[src/rtl/lc3_seq_pkg.sv]
// Shared constants for the LC3 stage sequencer: state encoding, default memory
// stage map and the HALT trap vector decoded beside it.
package lc3_seq_pkg;

  localparam logic [1:0] ST_IDLE   = 2'd0;
  localparam logic [1:0] ST_ACTIVE = 2'd1;
  localparam logic [1:0] ST_WAIT   = 2'd2;
  localparam logic [1:0] ST_HALTED = 2'd3;

  // Fetch in stage 0, load/store in stage 2
  localparam logic [3:0] DEFAULT_MEM_STAGE_MASK = 4'b0101;

  localparam logic [7:0] TRAP_HALT_VEC = 8'h25;

  localparam int unsigned WAIT_CNT_W = 8;

endpackage

[src/rtl/lc3_wait_timer.sv]
// Counts memory wait cycles for the stage sequencer and flags when the
// tolerated number of wait cycles has been reached.
module lc3_wait_timer
  import lc3_seq_pkg::*;
#(
  parameter int unsigned MAX_WAIT = 15
) (
  input  logic CLK,
  input  logic RESET,
  input  logic start_i,
  input  logic clear_i,
  input  logic enable_i,
  output logic expired_o
);

  logic [WAIT_CNT_W-1:0] cnt_q;
  logic [WAIT_CNT_W-1:0] cnt_d;

  assign expired_o = (cnt_q == WAIT_CNT_W'(MAX_WAIT));

  // Start loads the first wait cycle; the count saturates at MAX_WAIT
  always_comb begin
    cnt_d = cnt_q;
    if (start_i) begin
      cnt_d = WAIT_CNT_W'(1);
    end else if (clear_i) begin
      cnt_d = '0;
    end else if (enable_i && !expired_o) begin
      cnt_d = cnt_q + WAIT_CNT_W'(1);
    end
  end

  always_ff @(posedge CLK) begin
    if (RESET) begin
      cnt_q <= '0;
    end else begin
      cnt_q <= cnt_d;
    end
  end

endmodule

[src/rtl/lc3_stage_sequencer.sv]
// Instruction stage sequencer for the LC3 datapath: steps STAGE through the
// instruction, stretches memory stages on REQ/READY, and supports run/step/halt.
module lc3_stage_sequencer
  import lc3_seq_pkg::*;
#(
  parameter int unsigned NUM_STAGES     = 4,
  parameter int unsigned STAGE_W        = 2,
  parameter logic [15:0] MEM_STAGE_MASK = 16'(DEFAULT_MEM_STAGE_MASK),
  parameter int unsigned MAX_WAIT       = 15,
  parameter int unsigned CNT_W          = 16
) (
  input  logic                  CLK,
  input  logic                  RESET,
  input  logic                  RUN_i,
  input  logic                  STEP_MODE_i,
  input  logic                  STEP_REQ_i,
  input  logic                  HALT_REQ_i,
  input  logic                  MEM_READY_i,
  output logic                  MEM_REQ_o,
  output logic [STAGE_W-1:0]    STAGE_o,
  output logic [NUM_STAGES-1:0] STAGE_OH_o,
  output logic                  ADVANCE_o,
  output logic                  INSTR_DONE_o,
  output logic [1:0]            STATE_o,
  output logic                  TIMEOUT_o,
  output logic [CNT_W-1:0]      CYCLE_COUNT_o,
  output logic [CNT_W-1:0]      INSTR_COUNT_o
);

  localparam logic [STAGE_W-1:0] LAST_STAGE = STAGE_W'(NUM_STAGES - 1);

  if ((NUM_STAGES < 2) || (NUM_STAGES > 16)) begin : g_bad_num_stages
    $error("lc3_stage_sequencer: NUM_STAGES must be in 2..16");
  end
  if ((1 << STAGE_W) < NUM_STAGES) begin : g_bad_stage_w
    $error("lc3_stage_sequencer: NUM_STAGES does not fit in STAGE_W");
  end
  if ((MEM_STAGE_MASK >> NUM_STAGES) != 16'd0) begin : g_bad_mask
    $error("lc3_stage_sequencer: MEM_STAGE_MASK has bits beyond NUM_STAGES");
  end
  if ((MAX_WAIT < 1) || (MAX_WAIT > 255)) begin : g_bad_max_wait
    $error("lc3_stage_sequencer: MAX_WAIT must be in 1..255");
  end

  logic [1:0]            state_q, state_d;
  logic [STAGE_W-1:0]    stage_q, stage_d;
  logic                  timeout_q, timeout_d;
  logic [CNT_W-1:0]      cyc_cnt_q, cyc_cnt_d;
  logic [CNT_W-1:0]      ins_cnt_q, ins_cnt_d;

  logic                  start_c;
  logic                  active_c;
  logic                  is_mem_c;
  logic [NUM_STAGES-1:0] stage_oh_c;
  logic                  mem_req_c, advance_c, done_c;
  logic                  wt_start_c, wt_clear_c, wt_en_c, wt_expired;

  assign start_c  = RUN_i && (!STEP_MODE_i || STEP_REQ_i);
  assign active_c = (state_q == ST_ACTIVE) || (state_q == ST_WAIT);

  // Stage decode without indexing the mask by a possibly wider STAGE value
  always_comb begin
    is_mem_c   = 1'b0;
    stage_oh_c = '0;
    for (int i = 0; i < NUM_STAGES; i++) begin
      if (stage_q == STAGE_W'(i)) begin
        is_mem_c      = MEM_STAGE_MASK[i];
        stage_oh_c[i] = active_c;
      end
    end
  end

  always_comb begin
    state_d    = state_q;
    stage_d    = stage_q;
    timeout_d  = timeout_q;
    cyc_cnt_d  = cyc_cnt_q;
    ins_cnt_d  = ins_cnt_q;
    mem_req_c  = 1'b0;
    advance_c  = 1'b0;
    done_c     = 1'b0;
    wt_start_c = 1'b0;
    wt_clear_c = 1'b0;
    wt_en_c    = 1'b0;
    case (state_q)
      ST_IDLE: begin
        if (start_c) begin
          state_d = ST_ACTIVE;
          stage_d = '0;
        end
      end
      ST_ACTIVE, ST_WAIT: begin
        cyc_cnt_d = cyc_cnt_q + CNT_W'(1);
        mem_req_c = is_mem_c;
        advance_c = !is_mem_c || MEM_READY_i;
        if (advance_c) begin
          wt_clear_c = 1'b1;
          state_d    = ST_ACTIVE;
          stage_d    = stage_q + STAGE_W'(1);
          if (stage_q == LAST_STAGE) begin
            done_c    = 1'b1;
            ins_cnt_d = ins_cnt_q + CNT_W'(1);
            if (HALT_REQ_i) begin
              state_d = ST_HALTED;
              stage_d = LAST_STAGE;
            end else if (STEP_MODE_i || !RUN_i) begin
              state_d = ST_IDLE;
              stage_d = LAST_STAGE;
            end else begin
              stage_d = '0;
            end
          end
        end else if (state_q == ST_ACTIVE) begin
          state_d    = ST_WAIT;
          wt_start_c = 1'b1;
        end else if (wt_expired) begin
          state_d   = ST_HALTED;
          timeout_d = 1'b1;
        end else begin
          wt_en_c = 1'b1;
        end
      end
      default: ;
    endcase
  end

  always_ff @(posedge CLK) begin
    if (RESET) begin
      state_q   <= ST_IDLE;
      stage_q   <= LAST_STAGE;
      timeout_q <= 1'b0;
      cyc_cnt_q <= '0;
      ins_cnt_q <= '0;
    end else begin
      state_q   <= state_d;
      stage_q   <= stage_d;
      timeout_q <= timeout_d;
      cyc_cnt_q <= cyc_cnt_d;
      ins_cnt_q <= ins_cnt_d;
    end
  end

  lc3_wait_timer #(
    .MAX_WAIT (MAX_WAIT)
  ) u_wait_timer (
    .CLK       (CLK),
    .RESET     (RESET),
    .start_i   (wt_start_c),
    .clear_i   (wt_clear_c),
    .enable_i  (wt_en_c),
    .expired_o (wt_expired)
  );

  assign MEM_REQ_o     = mem_req_c;
  assign ADVANCE_o     = advance_c;
  assign INSTR_DONE_o  = done_c;
  assign STAGE_o       = stage_q;
  assign STAGE_OH_o    = stage_oh_c;
  assign STATE_o       = state_q;
  assign TIMEOUT_o     = timeout_q;
  assign CYCLE_COUNT_o = cyc_cnt_q;
  assign INSTR_COUNT_o = ins_cnt_q;

endmodule
[config.mk]
export PLATFORM = sky130hd
export DESIGN_NAME = lc3_stage_sequencer
export DESIGN_NICKNAME = d
export VERILOG_FILES = /design/src/rtl/lc3_seq_pkg.sv /design/src/rtl/lc3_wait_timer.sv /design/src/rtl/lc3_stage_sequencer.sv
export SDC_FILE = /design/constraint.sdc
export NUM_CORES = 1
export LEC_CHECK = 0
export ABC_AREA = 1
export CAP_MARGIN = 10
export CORE_UTILIZATION = 53
export CTS_BUF_LIST = sky130_fd_sc_hd__clkbuf_8
export CTS_CLUSTER_DIAMETER = 60
export DETAILED_ROUTE_END_ITERATION = 10
export GPL_ROUTABILITY_DRIVEN = 0
export PLACE_DENSITY = 0.79
export SLEW_MARGIN = 25
export SYNTH_ARGS = -nofsm -noshare
export SYNTH_HDL_FRONTEND = slang
export SYNTH_HIERARCHICAL = 1
export SYNTH_SLANG_ARGS = --single-unit
[constraint.sdc]
create_clock -name CLK -period 4.25 [get_ports CLK]
set_clock_uncertainty 0.05 [all_clocks]
set_input_delay 0.6375 -clock CLK [delete_from_list [all_inputs] [get_ports CLK]]
set_output_delay 0.6375 -clock CLK [all_outputs]
set_load 0.01 [all_outputs]
==> impl_metrics.ini, run 1 <==
[synthesis]
synth_largest_type_area_fraction_pct = 35.0
netlist_instances = 391
synth-seq-cells = 45
netlist.top_cell.by_area = sky130_fd_sc_hd__dfxtp_1
synth_cell_types = 33
ys_seq_area_share_pct = 35.0
leading_post_synthesis_cells_by_cell_area = sky130_fd_sc_hd__dfxtp_1 35%, sky130_fd_sc_hd__nand2_1 13%, sky130_fd_sc_hd__nor2_1 9.3%
count_of_synthesis_stage_warnings_from_yosys = 6
synthesis.area_per_instance_um2 = 6.58
synthesis.nets = 410
syn_area_mm2 = 0.00257

[clocking]
tritoncts = yes
ctsLongestPathBuffers = 2
cts.htree.levels = 2
cts_resized = 0
clk_pin_slew_ns = 0.09
numClockSinks = 45
cts-buffers-inserted = 5
postCtsHoldBufs = 0
cts_setup_buffers = 0
clockRootBuffer = sky130_fd_sc_hd__clkbuf_8
worst_skew_pair.late_latency_ns = 0.30

[setup_path]
critical_path_required_ns = 3.56
critical_path_buf_inv_count = 3
crit_arrival_ns = 2.50
crit_slowest_cell = sky130_fd_sc_hd__ha_1
critical_path.top_delay_family = buffers and inverters
start_kind = flop
critical_path_class = flop to output port
cp_peak_stage_delay_ns = 0.65
worst_setup_path_end_kind = output port
worstPathCellList = inv_1 -> ha_1 -> nand2_2 -> inv_4 -> clkdlybuf4s50_1
cp_max_fo = 19

[drt]
postRouteAntennaNets = 0
postRouteWirelength_um = 5420
route.vias.total = 2511
post-route-drc-count = 0
drt_iter0_markers = 125
wire_per_inst_um = 11.0
first_drt_pass_iteration_count = 4
routed_via_density = 5.08

[place]
portBuffers = 50
place.detailed.hpwl_um = 4020
placed_cells_incl_taps = 486
post_dp_cell_area_mm2 = 0.00309

[finish]
fillers = 401
finish.instance_area_mm2 = 0.00318
instances_no_fill = 494
antenna_cells_inserted = 0
syn_to_final_growth_pct = 23.5
fraction_of_layout_instances_using_a_drive_strength_above_1_pct = 5.20
layout.nets = 460

[global_route]
first_global_vias = 2329
grt_use_total_pct = 23.1
grt_remaining_overflow = 0
initial_antenna_violation_count = 0
pin_count_of_the_biggest_net_entering_global_routing = 29
global_route_wire_length_before_repair_um = 9630

[floorplan]
design.core.area_mm2 = 0.00450
num_rows = 24
fp.dieArea_mm2 = 0.00513
floorplan.io_pins = 51
die_w_um = 71.7
die-height_um = 71.7
initial_utilization_pct = 57.1

[status]
outcome = finished clean

[timing]
setup_violations = 0
worst_slew_pin_slew_ns = 0.558
setup_tns_ns = 0
final_max_slew_viol_count = 0
final.period_utilization_pct = 75.0
whs_ns = 0.429
final_report_hold_violation_count = 0
timing.fmax_mhz = 314
rsz0062_at_grt = false
relSlewSlack_pct = 62.8
timing.final.crit_period_ns = 3.19

[pwr]
static-leakage-power_nw = 1.28
powerDensity_mw_per_mm2 = 398
peakVddDrop_uv = 232

[hold_path]
worstHoldPathType = flop to flop

[job]
drv_cap = 0
## area by class of cell
class	count	area, um^2	area share (%)
clock inverters	3	15.0	0.473
flip-flops and latches	45	901	28.4
repair buffers	50	500	15.8
clock buffers	5	68.8	2.17
inverters	61	231	7.29
multi-input cells	278	1390	43.9
well taps	52	65.1	2.05
## path summary, 6_finish.rpt
path | slack, ns | cells after the start | startpoint | end
setup / recovery | 1.06 | 5 | STATE_o[1] | INSTR_DONE_o
hold / removal | 0.43 | 2 | TIMEOUT_o | TIMEOUT_o
setup reg to reg | 1.82 | 9 | STATE_o[1] | u_wait_timer/cnt_q[7]
hold reg to reg | 0.43 | 2 | TIMEOUT_o | TIMEOUT_o
## synth_stat cells, drive strengths merged
master / number
clkbuf: 1
nor3: 8
ha: 12
xor2: 3
and3: 1
nand2: 88
a21oi: 25
inv: 61
nor2b: 1
nand3: 28
nand3b: 1
nor3b: 3
xnor2: 1
o21ai: 22
nor2: 71
or2: 1
nand4: 9
o21bai: 2
dfxtp: 45
nor4: 2
buf: 6
## per-layer routing
layer	up-vias	GRT usage, %	part of all wire (%)
met5	-	0	0
met4	0	7.19	0.74
met3	4	5.06	3.7
met2	53	41.4	48
met1	1121	27.5	48
li1	1333	-	-
## logic make-up (layout without fill, tap and decap cells)
family	after synthesis	in the layout	share of synthesized area (%)
AOI/OAI and AO/OA	49	49	10.3
xor gates and xnor gates	4	4	1.36
adders and majority gates	12	12	5.84
buffers and inverters	68	119	10.8
DFF	45	45	35.0
and+or+nand+nor	213	213	36.7
## registers in the layout, summed over array words and instances, names as in the netlist
| register | cells |
|---|---|
| u_wait_timer/cnt_q | 8 |
| STATE_o | 2 |
| INSTR_COUNT_o | 16 |
| TIMEOUT_o | 1 |
| CYCLE_COUNT_o | 16 |
| STAGE_o | 2 |
## report_power, final
group	total, W	leakage (nW)	internal (W)	switching, W
clock	0.000254	0.0467	0.000112	0.000143
combinational	0.000513	0.868	0.000214	0.000299
sequential	0.000497	0.364	0.000457	0.0000401
total	0.00126	1.28	0.000782	0.000482
## placed cells by master (no fill, tap or decap), types with 2 or more instances in the layout
master / netlist / final
sky130_fd_sc_hd__nand2_1: 87 / 87
sky130_fd_sc_hd__nor2_1: 64 / 64
sky130_fd_sc_hd__inv_1: 57 / 59
sky130_fd_sc_hd__clkdlybuf4s50_1: 0 / 50
sky130_fd_sc_hd__dfxtp_1: 45 / 45
sky130_fd_sc_hd__nand3_1: 26 / 26
sky130_fd_sc_hd__a21oi_1: 25 / 25
sky130_fd_sc_hd__o21ai_0: 13 / 13
sky130_fd_sc_hd__ha_1: 12 / 12
sky130_fd_sc_hd__nand4_1: 9 / 9
sky130_fd_sc_hd__o21ai_1: 8 / 8
sky130_fd_sc_hd__nor3_1: 8 / 8
sky130_fd_sc_hd__nor2_2: 5 / 5
sky130_fd_sc_hd__clkbuf_8: 0 / 5
sky130_fd_sc_hd__inv_2: 3 / 3
sky130_fd_sc_hd__nor3b_1: 3 / 3
sky130_fd_sc_hd__xor2_1: 3 / 3
sky130_fd_sc_hd__nor4_1: 2 / 2
sky130_fd_sc_hd__nand3_2: 2 / 2
## per-stage QoR
stage / util (%) / worst slack [ns] / total power, W
finish: 70.5 / 1.06 / 0.00126
global route: 70.5 / 0.872 / 0.00136
CTS: 70.5 / 1.06 / 0.00127
detailed placement: 68.6 / 1.38 / 0.00102
global placement: 68.6 / 1.46 / 0.00101
floorplan: - / 2.19 / 0.000853
## worst register-to-register path: cells and delay by family, from the launching register on
family,cells,cell delay (ns)
simple gates,2,0.47
fa+ha+maj,1,0.65
flops,1,0.39
compound gates,2,0.35
buf+inv,4,0.46
(Power assumes the default switching activity.)
==> run 2: changes to the inputs <==
clock period = 3.02 ns   (was 4.25 ns; I/O delays follow)
==> run 2 against run 1 <==
  * Sequential power is 41% higher
  * Non-clock buffer count is 2 higher
  * Clock power is 85% higher
  * Critical endpoint is now MEM_REQ_o
  * Worst setup slack worse by 0.84 ns
  * First-iteration DRC count down 1.6%
  * Combinational power increased by 47%
  * Via count rose by 1.6%
  * Register-to-register slack got worse by 1.2 ns
  * Clock-buffer cell count increased by 1
  * Total power grew 52%
  * Critical path depth unchanged
==> impl_metrics.ini, run 2 (synthesis results as in run 1) <==
[clocking]
clk_pin_slew_ns = 0.08
clockRootBuffer = sky130_fd_sc_hd__clkbuf_8
cts_setup_buffers = 0
worst_skew_pair.late_latency_ns = 0.30
numClockSinks = 45
postCtsHoldBufs = 0
cts.htree.levels = 2
cts-buffers-inserted = 5
ctsLongestPathBuffers = 2
cts_resized = 0
tritoncts = yes

[setup_path]
rr_worst_depth = 9
critical_path_class = flop to output port
worstReg2RegStart = STATE_o[1]
worstSetupEndpoint = MEM_REQ_o
critical_path_required_ns = 2.52
start_kind = flop
crit_arrival_ns = 2.30
crit-reg2reg-capture = u_wait_timer/cnt_q[2]
startpoint = STATE_o[1]
timing.reg2reg.setup_slack_ns = 0.58
worst_setup_path_end_kind = output port
cp_max_fo = 19

[floorplan]
num_rows = 24
design.core.area_mm2 = 0.00450
initial_utilization_pct = 57.1
die-height_um = 71.7
die_w_um = 71.7
fp.dieArea_mm2 = 0.00513
floorplan.io_pins = 51

[timing]
timing.fmax_mhz = 357
fin_ws_ns = 0.219
final.period_utilization_pct = 92.7
setup_tns_ns = 0
setup_violations = 0
final_report_hold_violation_count = 0
relSlewSlack_pct = 60.9
final_max_slew_viol_count = 0
timing.final.crit_period_ns = 2.80
rsz0062_at_grt = false
worst_slew_pin_slew_ns = 0.587

[finish]
finish.instance_area_mm2 = 0.00322
antenna_cells_inserted = 0
postLayoutCoreUtil_pct = 71.6
fraction_of_layout_instances_using_a_drive_strength_above_1_pct = 5.86
layout_commonest_cell = sky130_fd_sc_hd__nand2_1
layout.cells.most_common_list = 87 x sky130_fd_sc_hd__nand2_1, 64 x sky130_fd_sc_hd__nor2_1, 58 x sky130_fd_sc_hd__inv_1, 50 x sky130_fd_sc_hd__clkdlybuf4s50_1, 45 x sky130_fd_sc_hd__dfxtp_1
fillers = 386
layout.nets = 462
syn_to_final_growth_pct = 25.4

[drt]
post-route-drc-count = 0
routed_via_density = 5.14
route.vias.total = 2551
wire_per_inst_um = 11.5
postRouteAntennaNets = 0
drt_iter0_markers = 123
postRouteWirelength_um = 5710
first_drt_pass_iteration_count = 4

[place]
post_dp_cell_area_mm2 = 0.00311
place_ws_ns = 0.546
place.detailed.hpwl_um = 4250
portBuffers = 50

[status]
outcome = finished clean

[global_route]
global_route_wire_length_before_repair_um = 9770
grt_use_total_pct = 23.5
pin_count_of_the_biggest_net_entering_global_routing = 29
first_global_vias = 2346
grt_remaining_overflow = 0
initial_antenna_violation_count = 0

[hold_path]
worstHoldPathType = flop to flop
worstHoldPathCells = 2
hold_sp = TIMEOUT_o

[pwr]
static-leakage-power_nw = 1.30
powerDensity_mw_per_mm2 = 597
peakVddDrop_uv = 472

[job]
drv_cap = 0
-- run 2: cell types whose count changed in the layout (fill, tap and decap cells not counted) --
cell                         previous run  this run
sky130_fd_sc_hd__inv_1                 59        58
sky130_fd_sc_hd__buf_4                  0         2
sky130_fd_sc_hd__clkinvlp_4             1         0
sky130_fd_sc_hd__clkbuf_8               5         6
sky130_fd_sc_hd__bufinv_16              0         1
-- run 2: worst min path at each step --
| stage | end | slack (ns) |
|---|---|---|
| after floorplan | u_wait_timer/cnt_q[7] | 0.42 |
| after global placement | TIMEOUT_o | 0.41 |
| after detailed placement | TIMEOUT_o | 0.42 |
| after CTS | TIMEOUT_o | 0.43 |
| after global routing | TIMEOUT_o | 0.47 |
| final | TIMEOUT_o | 0.42 |
-- run 2: final cells by class --
cell class                 count  area, um^2  share of cell area (%)
clock inverter                 2        33.8                    1.05
multi-input combinational    278        1390                    43.2
sequential                    45         901                    28.0
timing repair buffer          52         515                    16.0
tap                           52        65.1                    2.02
inverter                      61         231                    7.18
clock buffer                   6        82.6                    2.56
-- run 2: metal layers --
metal / part of all wire [%] / up-vias / track usage (%)
met5: 0 / - / 0
li1: - / 1341 / -
met2: 49 / 60 / 43.0
met3: 4.0 / 11 / 3.66
met4: 1.7 / 0 / 7.41
met1: 45 / 1139 / 28.0
-- run 2: power by group --
part | internal [W] | leakage [nW] | switching, W
combinational | 0.000315 | 0.877 | 0.000440
sequential | 0.000643 | 0.364 | 0.0000576
clock | 0.000267 | 0.0626 | 0.000203
-- run 2: critical path, cell delays in order, from the launching register on --
cell and delay (ns):
sky130_fd_sc_hd__dfxtp_1 0.40, sky130_fd_sc_hd__inv_1 0.10, sky130_fd_sc_hd__ha_1 0.67, sky130_fd_sc_hd__inv_2 0.15
sky130_fd_sc_hd__nor2_1 0.14, sky130_fd_sc_hd__clkdlybuf4s50_1 0.54
-- run 2: stage by stage --
stage               total power, W  hold WS (ns)  cells
floorplan                  0.00120         0.421    391
finish                     0.00192         0.424    496
global route               0.00204         0.467    496
detailed placement         0.00146         0.416    488
global placement           0.00144         0.408    488
CTS                        0.00194         0.428    496
